$ cat config.mk
export PLATFORM = sky130hd
export DESIGN_NAME = p0_wb_packer
export DESIGN_NICKNAME = d
export VERILOG_FILES = /design/src/rtl/p0_wb_packer.sv
export SDC_FILE = /design/constraint.sdc
export NUM_CORES = 1
export LEC_CHECK = 0
export CAP_MARGIN = 10
export CORE_MARGIN = 2
export CORE_UTILIZATION = 51
export CTS_BUF_LIST = sky130_fd_sc_hd__clkbuf_16
export CTS_CLUSTER_DIAMETER = 120
export DETAILED_ROUTE_END_ITERATION = 8
export PLACE_DENSITY_LB_ADDON = 0.15
export SLEW_MARGIN = 20
export SYNTH_ARGS = -nofsm -noshare
export SYNTH_HDL_FRONTEND = slang
export SYNTH_SLANG_ARGS = --single-unit
$ cat constraint.sdc
create_clock -name clk -period 2.15 [get_ports clk]
set_input_delay 0.43 -clock clk [delete_from_list [all_inputs] [get_ports clk]]
set_output_delay 0.43 -clock clk [all_outputs]
set_load 0.005 [all_outputs]
$ cat src/rtl/p0_wb_packer.sv
// Port-0 writeback packer: gathers 16-bit engine results into BURST_LEN-lane words,
// tags each with lane mask and DRAM address, and queues them in a 2-entry FIFO for DMA.

module p0_wb_lane (
  input  logic        clk,
  input  logic        rst_n,
  input  logic        clr,
  input  logic        wr,
  input  logic [15:0] d,
  output logic [15:0] q,
  output logic        m,
  output logic [15:0] q_nxt,
  output logic        m_nxt
);
  always_ff @(posedge clk or negedge rst_n) begin
    if (!rst_n) begin
      q <= '0;
      m <= 1'b0;
    end else if (clr) begin
      q <= '0;
      m <= 1'b0;
    end else if (wr) begin
      q <= d;
      m <= 1'b1;
    end
  end

  // value this lane contributes to a word committed in the current cycle
  assign q_nxt = wr ? d : q;
  assign m_nxt = wr | m;
endmodule

module p0_wb_packer #(
  parameter int BURST_LEN = 8,
  parameter int ADDR_W    = 30
) (
  input  logic                   clk,
  input  logic                   rst_n,
  input  logic                   wr_en,
  input  logic [15:0]            wr_data,
  input  logic                   flush,
  input  logic                   base_load,
  input  logic [ADDR_W-1:0]      base_addr,
  output logic                   out_valid,
  input  logic                   out_ready,
  output logic [16*BURST_LEN-1:0] out_data,
  output logic [BURST_LEN-1:0]   out_mask,
  output logic [ADDR_W-1:0]      out_addr,
  output logic                   busy,
  output logic                   overflow,
  output logic [15:0]            word_cnt
);
  localparam int LC_W = (BURST_LEN > 1) ? $clog2(BURST_LEN) : 1;

  typedef struct packed {
    logic [BURST_LEN-1:0][15:0] data;
    logic [BURST_LEN-1:0]       mask;
    logic [ADDR_W-1:0]          addr;
  } ent_t;

  typedef enum logic [1:0] {EMPTY, ONE, TWO} fst_t;

  logic [LC_W-1:0]            lane_cnt;
  logic [ADDR_W-1:0]          addr_ptr;
  logic [BURST_LEN-1:0]       lane_wr;
  logic [BURST_LEN-1:0][15:0] lane_q, lane_q_nxt;
  logic [BURST_LEN-1:0]       lane_m, lane_m_nxt;
  logic                       wr_acc, wr_last, commit, pop, clr;
  ent_t                       new_ent, head, tail;
  fst_t                       state, state_nxt;
  logic                       head_ld, head_from_tail, tail_ld;

  // base_load wins: a write in the same cycle is dropped
  assign wr_acc  = wr_en && !base_load;
  assign wr_last = wr_acc && (lane_cnt == LC_W'(BURST_LEN-1));
  assign commit  = !base_load && (wr_last || (flush && (wr_en || lane_cnt != '0)));
  assign pop     = out_valid && out_ready;
  assign clr     = base_load || commit;

  for (genvar i = 0; i < BURST_LEN; i++) begin : g_lane
    assign lane_wr[i] = wr_acc && (lane_cnt == LC_W'(i));
    p0_wb_lane u_lane (
      .clk   (clk),
      .rst_n (rst_n),
      .clr   (clr),
      .wr    (lane_wr[i]),
      .d     (wr_data),
      .q     (lane_q[i]),
      .m     (lane_m[i]),
      .q_nxt (lane_q_nxt[i]),
      .m_nxt (lane_m_nxt[i])
    );
  end

  always_comb begin
    new_ent      = '0;
    new_ent.data = lane_q_nxt;
    new_ent.mask = lane_m_nxt;
    new_ent.addr = addr_ptr;
  end

  always_ff @(posedge clk or negedge rst_n) begin
    if (!rst_n) begin
      lane_cnt <= '0;
      addr_ptr <= '0;
      word_cnt <= '0;
      overflow <= 1'b0;
    end else if (base_load) begin
      lane_cnt <= '0;
      addr_ptr <= base_addr;
      word_cnt <= '0;
      overflow <= 1'b0;
    end else if (commit) begin
      lane_cnt <= '0;
      addr_ptr <= addr_ptr + ADDR_W'(2*BURST_LEN);
      word_cnt <= word_cnt + 16'd1;
      if (state == TWO && !pop) overflow <= 1'b1;
    end else if (wr_acc) begin
      lane_cnt <= lane_cnt + LC_W'(1);
    end
  end

  always_ff @(posedge clk or negedge rst_n) begin
    if (!rst_n) state <= EMPTY;
    else        state <= state_nxt;
  end

  always_comb begin
    state_nxt      = state;
    head_ld        = 1'b0;
    head_from_tail = 1'b0;
    tail_ld        = 1'b0;
    unique case (state)
      EMPTY: if (commit) begin
        state_nxt = ONE;
        head_ld   = 1'b1;
      end
      ONE: begin
        if (commit && pop) head_ld = 1'b1;
        else if (commit) begin
          state_nxt = TWO;
          tail_ld   = 1'b1;
        end else if (pop) state_nxt = EMPTY;
      end
      TWO: if (pop) begin
        head_ld        = 1'b1;
        head_from_tail = 1'b1;
        tail_ld        = commit;
        if (!commit) state_nxt = ONE;
      end
      default: state_nxt = EMPTY;
    endcase
  end

  always_ff @(posedge clk or negedge rst_n) begin
    if (!rst_n) begin
      head <= '0;
      tail <= '0;
    end else begin
      if (head_ld) head <= head_from_tail ? tail : new_ent;
      if (tail_ld) tail <= new_ent;
    end
  end

  assign out_valid = (state != EMPTY);
  assign out_data  = head.data;
  assign out_mask  = head.mask;
  assign out_addr  = head.addr;
  assign busy      = (lane_cnt != '0) || (state != EMPTY);
endmodule

# Yosys cells after proc, flatten, opt, wreduce, memory -nomap -nowiden
# Index checks and enable logic that the tools add are counted.
totals:
  ff_bits: 520
  latchBits: 0
  mem_bits_rw: 0
  mem_bits_ro: 0
  input_bits: 52
  out_inout_bits: 185
  wordCells: 161
  memories: 0
classes:
  add_sub_neg: 3
  multipliers: 0
  div_mod_pow: 0
  n_lt_le_gt_ge: 0
  eq_ne: 14
  shifts: 0
  muxes: 58
  n_bitwise: 8
  reduce_logical: 37
ops:
  columns: ["operator", "n"]
  rows:
  - ["$mux 16", 18]
  - ["$mux 166", 1]
  - ["$mux 30", 2]
  - ["$add 30x5->30 const B", 1]
  - ["$mux 1", 25]
  - ["$reduce_bool 2->1", 11]
  - ["$add 16x1->16 const B", 1]
  - ["$logic_and 1x1->1", 14]
  - ["$eq 3x3->1 const B", 4]
  - ["$mux 2", 6]
  - ["$mux 3", 3]
  - ["$ne 2x2->1 const B", 4]
  - ["$or 1x1->1", 8]
  - ["$eq 3x2->1 const B", 2]
  - ["$pmux 2 s3", 1]
  - ["$reduce_bool 3->1", 2]
  - ["$reduce_and 5->1", 1]
  - ["$logic_or 1x1->1", 4]
  - ["$add 3x1->3 const B", 1]
  - ["$eq 3x1->1 const B", 1]
  - ["$logic_not 3->1", 1]
  - ["$ne 3x3->1 const B", 1]
  - ["$pmux 1 s3", 1]
  - ["$eq 2x1->1 const B", 1]
  - ["5 further kinds", 6]

# Depth between registers and ports, before layout
logic_depth:
  ltp_word: 8
  mapped_depth: 11
  mapped_depth_nobuf: 7

# Cells and area by module
# A second synthesis with hierarchy kept.
hier_totals:
  cells_unflattened: 1851
  area_unflattened_um2: 23475.0
modules_own_cells:
  columns: ["mod", "instances", "cells_per_inst", "area_per_inst_um2", "seq_area_each_um2"]
  rows:
  - ["p0_wb_packer", 1, 1419, 16988.8, 9609.2]
  - ["p0_wb_lane", 8, 54, 810.8, 425.4]

# Least setup slack after synthesis
# No wires, ideal clock.
synth_timing:
  path_kind: "register -> register"
  start: "register state[0]"
  end: "register tail[10] (netlist bit)"
  setup_time_ns: 0.125
  arrival_time_ns: 2.079
  required_ns: 2.025
  slack_ns: -0.054
  stages_incl_launch_ff: 10
  n_path_buf: 3
  period_less_slack_ns: 2.204
  cell_sequence: "dfrtp_1 inv_1 ha_1 buf_2 and3b_1 buf_2 a21oi_1 nor4b_4 buf_2 mux2_2"
synth_via:
  elab_chain_cells: 5
  elab_cells_between_ends: 8
  classes_between: "eq/ne (2); mux (3); reduce/logical (3)"
synth_lines:
  columns: ["element", "line", "source"]
  rows:
  - ["start, declared", "70", "fst_t state, state_nxt;"]
  - ["start signal, assigned", "125", "else state <= state_nxt;"]
  - ["$reduce_bool 2->1", "165", "assign out_valid = (state != EMPTY);"]
  - ["$logic_and 1x1->1", "77", "assign pop = out_valid && out_ready;"]
  - ["$logic_and 1x1->1", "139", "if (commit && pop) head_ld = 1'b1;"]
  - ["$mux 1", "139", null]
  - ["$pmux 1 s2 (*)", "133", "unique case (state)"]
  - ["end signal, assigned", "161", "if (tail_ld) tail <= new_ent;"]
  - ["end, declared", "69", "ent_t new_ent, head, tail;"]
# Every way passes the cells marked *; elsewhere a longest branch is shown, timed or not.
# A chain may end at the register's enable or synchronous reset.

# Worst setup path in the final report
layout_timing:
  start: "register lane_cnt[1]"
  end: "register tail[79] (netlist bit)"
layout_via:
  elab_chain_cells: 8
  elab_cells_between_ends: 15
  classes_between: "eq/ne (2); mux (5); reduce/logical (8)"
layout_lines:
  columns: ["element", "line", "source"]
  rows:
  - ["start, declared", "63", "logic [LC_W-1:0] lane_cnt;"]
  - ["start signal, assigned", "119", "lane_cnt <= lane_cnt + LC_W'(1);"]
  - ["$reduce_bool 3->1", "76", "assign commit = !base_load && (wr_last || (flush && (wr_en || lane_cnt != '0)));"]
  - ["$logic_or 1x1->1", "76", null]
  - ["$logic_and 1x1->1", "76", null]
  - ["$logic_or 1x1->1", "76", null]
  - ["$logic_and 1x1->1", "76", null]
  - ["$mux 1 or $logic_and 1x1->1 (tied branches)", "140, 139", null]
  - ["$mux 1", "139", null]
  - ["$pmux 1 s2", "133", null]
# Several ways; a longest one is shown, not always the timed one.

==> out/qor.txt <==
Post-Synthesis Cell Area -> 22100 µm²
P&R area growth vs syn -> 41.8%
Synthesized net count -> 2098
GRT overflow -> 0
Internal -> 21200 µW
Yosys reg bits -> 520
Worst VDD drop -> 0.688 mV
Post-synth EDFFs -> 0
Failing checks -> setup timing
Final hold vios -> 0
CTS tree -> yes
Fmax achieved -> 0.444 GHz
Die width -> 212 µm
Clk buf depth -> 3
Critical Path RT -> 2.66 ns
Clk slew on worst S/H paths -> 0.06 ns
Synth warnings -> 0
NetSw -> 8870 µW
Clock power share -> 28.7%
Starting density of the core -> 51.5%
Final worst setup slack -> -0.104 ns
Slew @ Worst Pin -> 0.678 ns
CTS Buf Count -> 54
Global-route usage over all layers -> 27.1%
Via count of the first global-routing pass -> 17247
Final critical-path required period -> 2.25 ns
Critical Path AT -> 2.77 ns
Max-slew violation count -> 0
Worst hold margin -> 0.249 ns
Largest net degree at the start of global routing -> 75
Drt drc -> 0
Via-to-Cell Ratio -> 5.69
Cell count after synthesis -> 2033
Area after DPL -> 27300 µm²
Fin area -> 31300 µm²
Fraction of registers with async set/reset -> 100%
Status -> finished with violations
Detail Placement HPWL -> 38600 µm
Initial antenna violation count -> 0
Full die area -> 45000 µm²
CP max stage delay -> 0.36 ns
Total Nets Final -> 2587
Top Family by Delay on Critical Path -> buffers and inverters
CP Launch Type -> flop
Post-synthesis cell type count -> 52
Final clock skew -> 0.0343 ns
DIE HEIGHT -> 212 µm
Pleak -> 0.0154 µW
Predominant post-synthesis flop cell -> dfrtp_1
Crit Path Max Fanout -> 8
Kind of critical path -> reg2reg
Setup TNS Final -> -7.35 ns
Root Driver -> clkbuf_16
Seq/Total Area, Yosys -> 58.9%
Switching portion of total power -> 29.5%
Crit-path slowest cell -> dfrtp_1
RSZ-0062 raised after global routing -> true
Cells along the critical path -> buf_6, ha_4, ha_4, o21ai_2, a21boi_2, nor4b_4, buf_6, clkbuf_16, clkbuf_16, nor2_1, a21oi_1
Clk sinks -> 520
HP Class -> in2reg
Via count -> 17914
Period utilisation layout -> 105%
Wire per inst -> 21.3 µm
Layout Cells excl Fill -> 3147
PortBufs -> 236
Avg Synthesized Cell Area -> 10.9 µm²
WL final -> 67100 µm
Setup-failing EPs final -> 174
H-tree depth -> 2
Placer Congestion -> 0.826
Crit path capture type -> flop
Cells after DPL -> 2969
Flop pwr share -> 45.4%
Clk_lat worst skew -> 0.61 ns
IO Pins -> 237
Combinational Power Share -> 25.9%
Routed Antenna Nets -> 0
Max-Cap Viols -> 0
Core area -> 42900 µm²
Power Density -> 960 nW/µm²
First-pass GRT wire length -> 94600 µm
Buf/Inv on CP -> 4
DRT iter0 DRCs -> 1382
Drt first pass iters -> 5
Share of layout cells above drive strength 1 -> 23.4%
Slew headroom -> 54.8%
Row Count -> 76
==> registers in the layout, indices dropped and copies added (netlist names) <==
register and flops:
g_lane.u_lane.m 8, out_mask 8, word_cnt 16, g_lane.u_lane.q 128, out_addr 30, addr_ptr 30, state 2, overflow 1
tail 166, lane_cnt 3, out_data 128
==> power groups by stage <==
| stage | Clock, µW | Combinational [µW] | Sequential [µW] |
|---|---|---|---|
| 2_1_floorplan | 0 | 3170 | 13400 |
| 3_3_place_gp | 0 | 6180 | 13600 |
| 3_5_place_dp | 0 | 6420 | 13700 |
| 4_1_cts | 8700 | 6780 | 13600 |
| 5_1_grt | 9180 | 8430 | 13900 |
| 6_report | 8640 | 7780 | 13700 |
==> cell usage after synthesis (4+ instances only) <==
cell,n,area share (%)
dfrtp_1,520,59
buf_1,13,0.22
xnor2_1,28,1.1
clkbuf_1,76,1.3
nor4b_1,7,0.28
a22oi_1,4,0.14
nor2b_1,10,0.28
a31oi_1,6,0.17
a21o_1,139,4.7
buf_4,15,0.51
nand2_1,65,1.1
nor3b_1,4,0.14
buf_2,62,1.4
nand4_1,6,0.17
and4_1,7,0.28
o21ai_0,49,1.1
nor3_1,14,0.32
inv_1,14,0.24
nand3_1,11,0.25
a21oi_1,143,3.2
ha_1,13,0.74
o21ai_1,4,0.091
nor4_1,10,0.28
mux2i_1,163,7.4
mux2_2,37,1.9
nor2_1,441,7.5
a211oi_1,137,4.7
==> path summary, 6_finish.rpt <==
check | start | to | slack, ns | cells past startpoint
hold reg to reg | out_mask[6] | out_mask[6] | 0.47 | 1
hold / removal | base_load | overflow | 0.25 | 3
max in group asynchronous | rst_n | out_data[49] | 1.00 | 3
setup / recovery | lane_cnt[1] | tail[79] | -0.10 | 11
setup reg to reg | lane_cnt[1] | tail[79] | -0.10 | 11
min in group asynchronous | rst_n | out_addr[23] | 0.36 | 2
==> cells in the final DEF, fill, tap and decap left out, types with 11 or more instances in the layout <==
master,n
buf_16,13
a21o_1,139
xnor2_1,28
a211oi_4,16
nor2_1,439
a21oi_1,139
mux2_2,37
buf_6,18
nor3_1,13
buf_4,216
a211oi_2,68
mux2i_1,159
inv_1,29
buf_8,22
clkdlybuf4s50_1,232
buf_12,59
dfrtp_1,519
clkbuf_16,88
nand3_1,11
clkinv_1,12
nand2_1,63
a211oi_1,53
o21ai_0,49
==> stage by stage <==
stage	total power [µW]	worst slack, ns	utilization [%]
finish	30100	-0.104	73.1
global route	31500	-0.182	73.1
CTS	29100	-0.0858	68.3
detailed placement	20200	-0.317	63.6
global placement	19800	-0.297	63.6
floorplan	16600	0.000240	-
==> kinds of logic after synthesis <==
family,count (synthesis),share of synthesized area (%)
AND/OR/NAND/NOR,594,11.5
buffers and inverters,180,3.66
AO/OA/AOI/OAI,495,14.7
XOR/XNOR,31,1.23
multiplexers,200,9.27
flip-flops,520,58.9
adder cells (fa/ha/maj),13,0.736
==> layout make-up <==
type                            instances  area, µm²
Tap cell                              585        732
Inverter                               14       52.6
Fill cell                            2911      11600
Timing Repair Buffer                  599       6930
Clock inverter                         41        233
Multi-Input combinational cell       1333       9020
Antenna cell                            1       2.50
Clock buffer                           54       1350
Sequential cell                       520      13000
==> worst min-delay path, cell delays in order <==
cell	delay (ns)
buf_2	0.14
buf_4	0.17
nor2_1	0.05
==> metal layers <==
layer,vias to the layer above,part of all wire [%],GRT usage (%)
li1,8015,-,-
met1,9187,42,37.5
met2,560,49,44.1
met3,152,5.0,4.14
met4,0,3.5,9.06
met5,-,0,0
==> repair_timing <==
action	CTS	global route
cloned	7	39
endpoints found under the setup margin	260	315
endpoints found under the hold margin	30	0
resized for setup	26	201
setup buffers	11	34
hold buffers	1	0
pin swaps	3	67
Note: power is estimated with default switching activity, not from simulation.
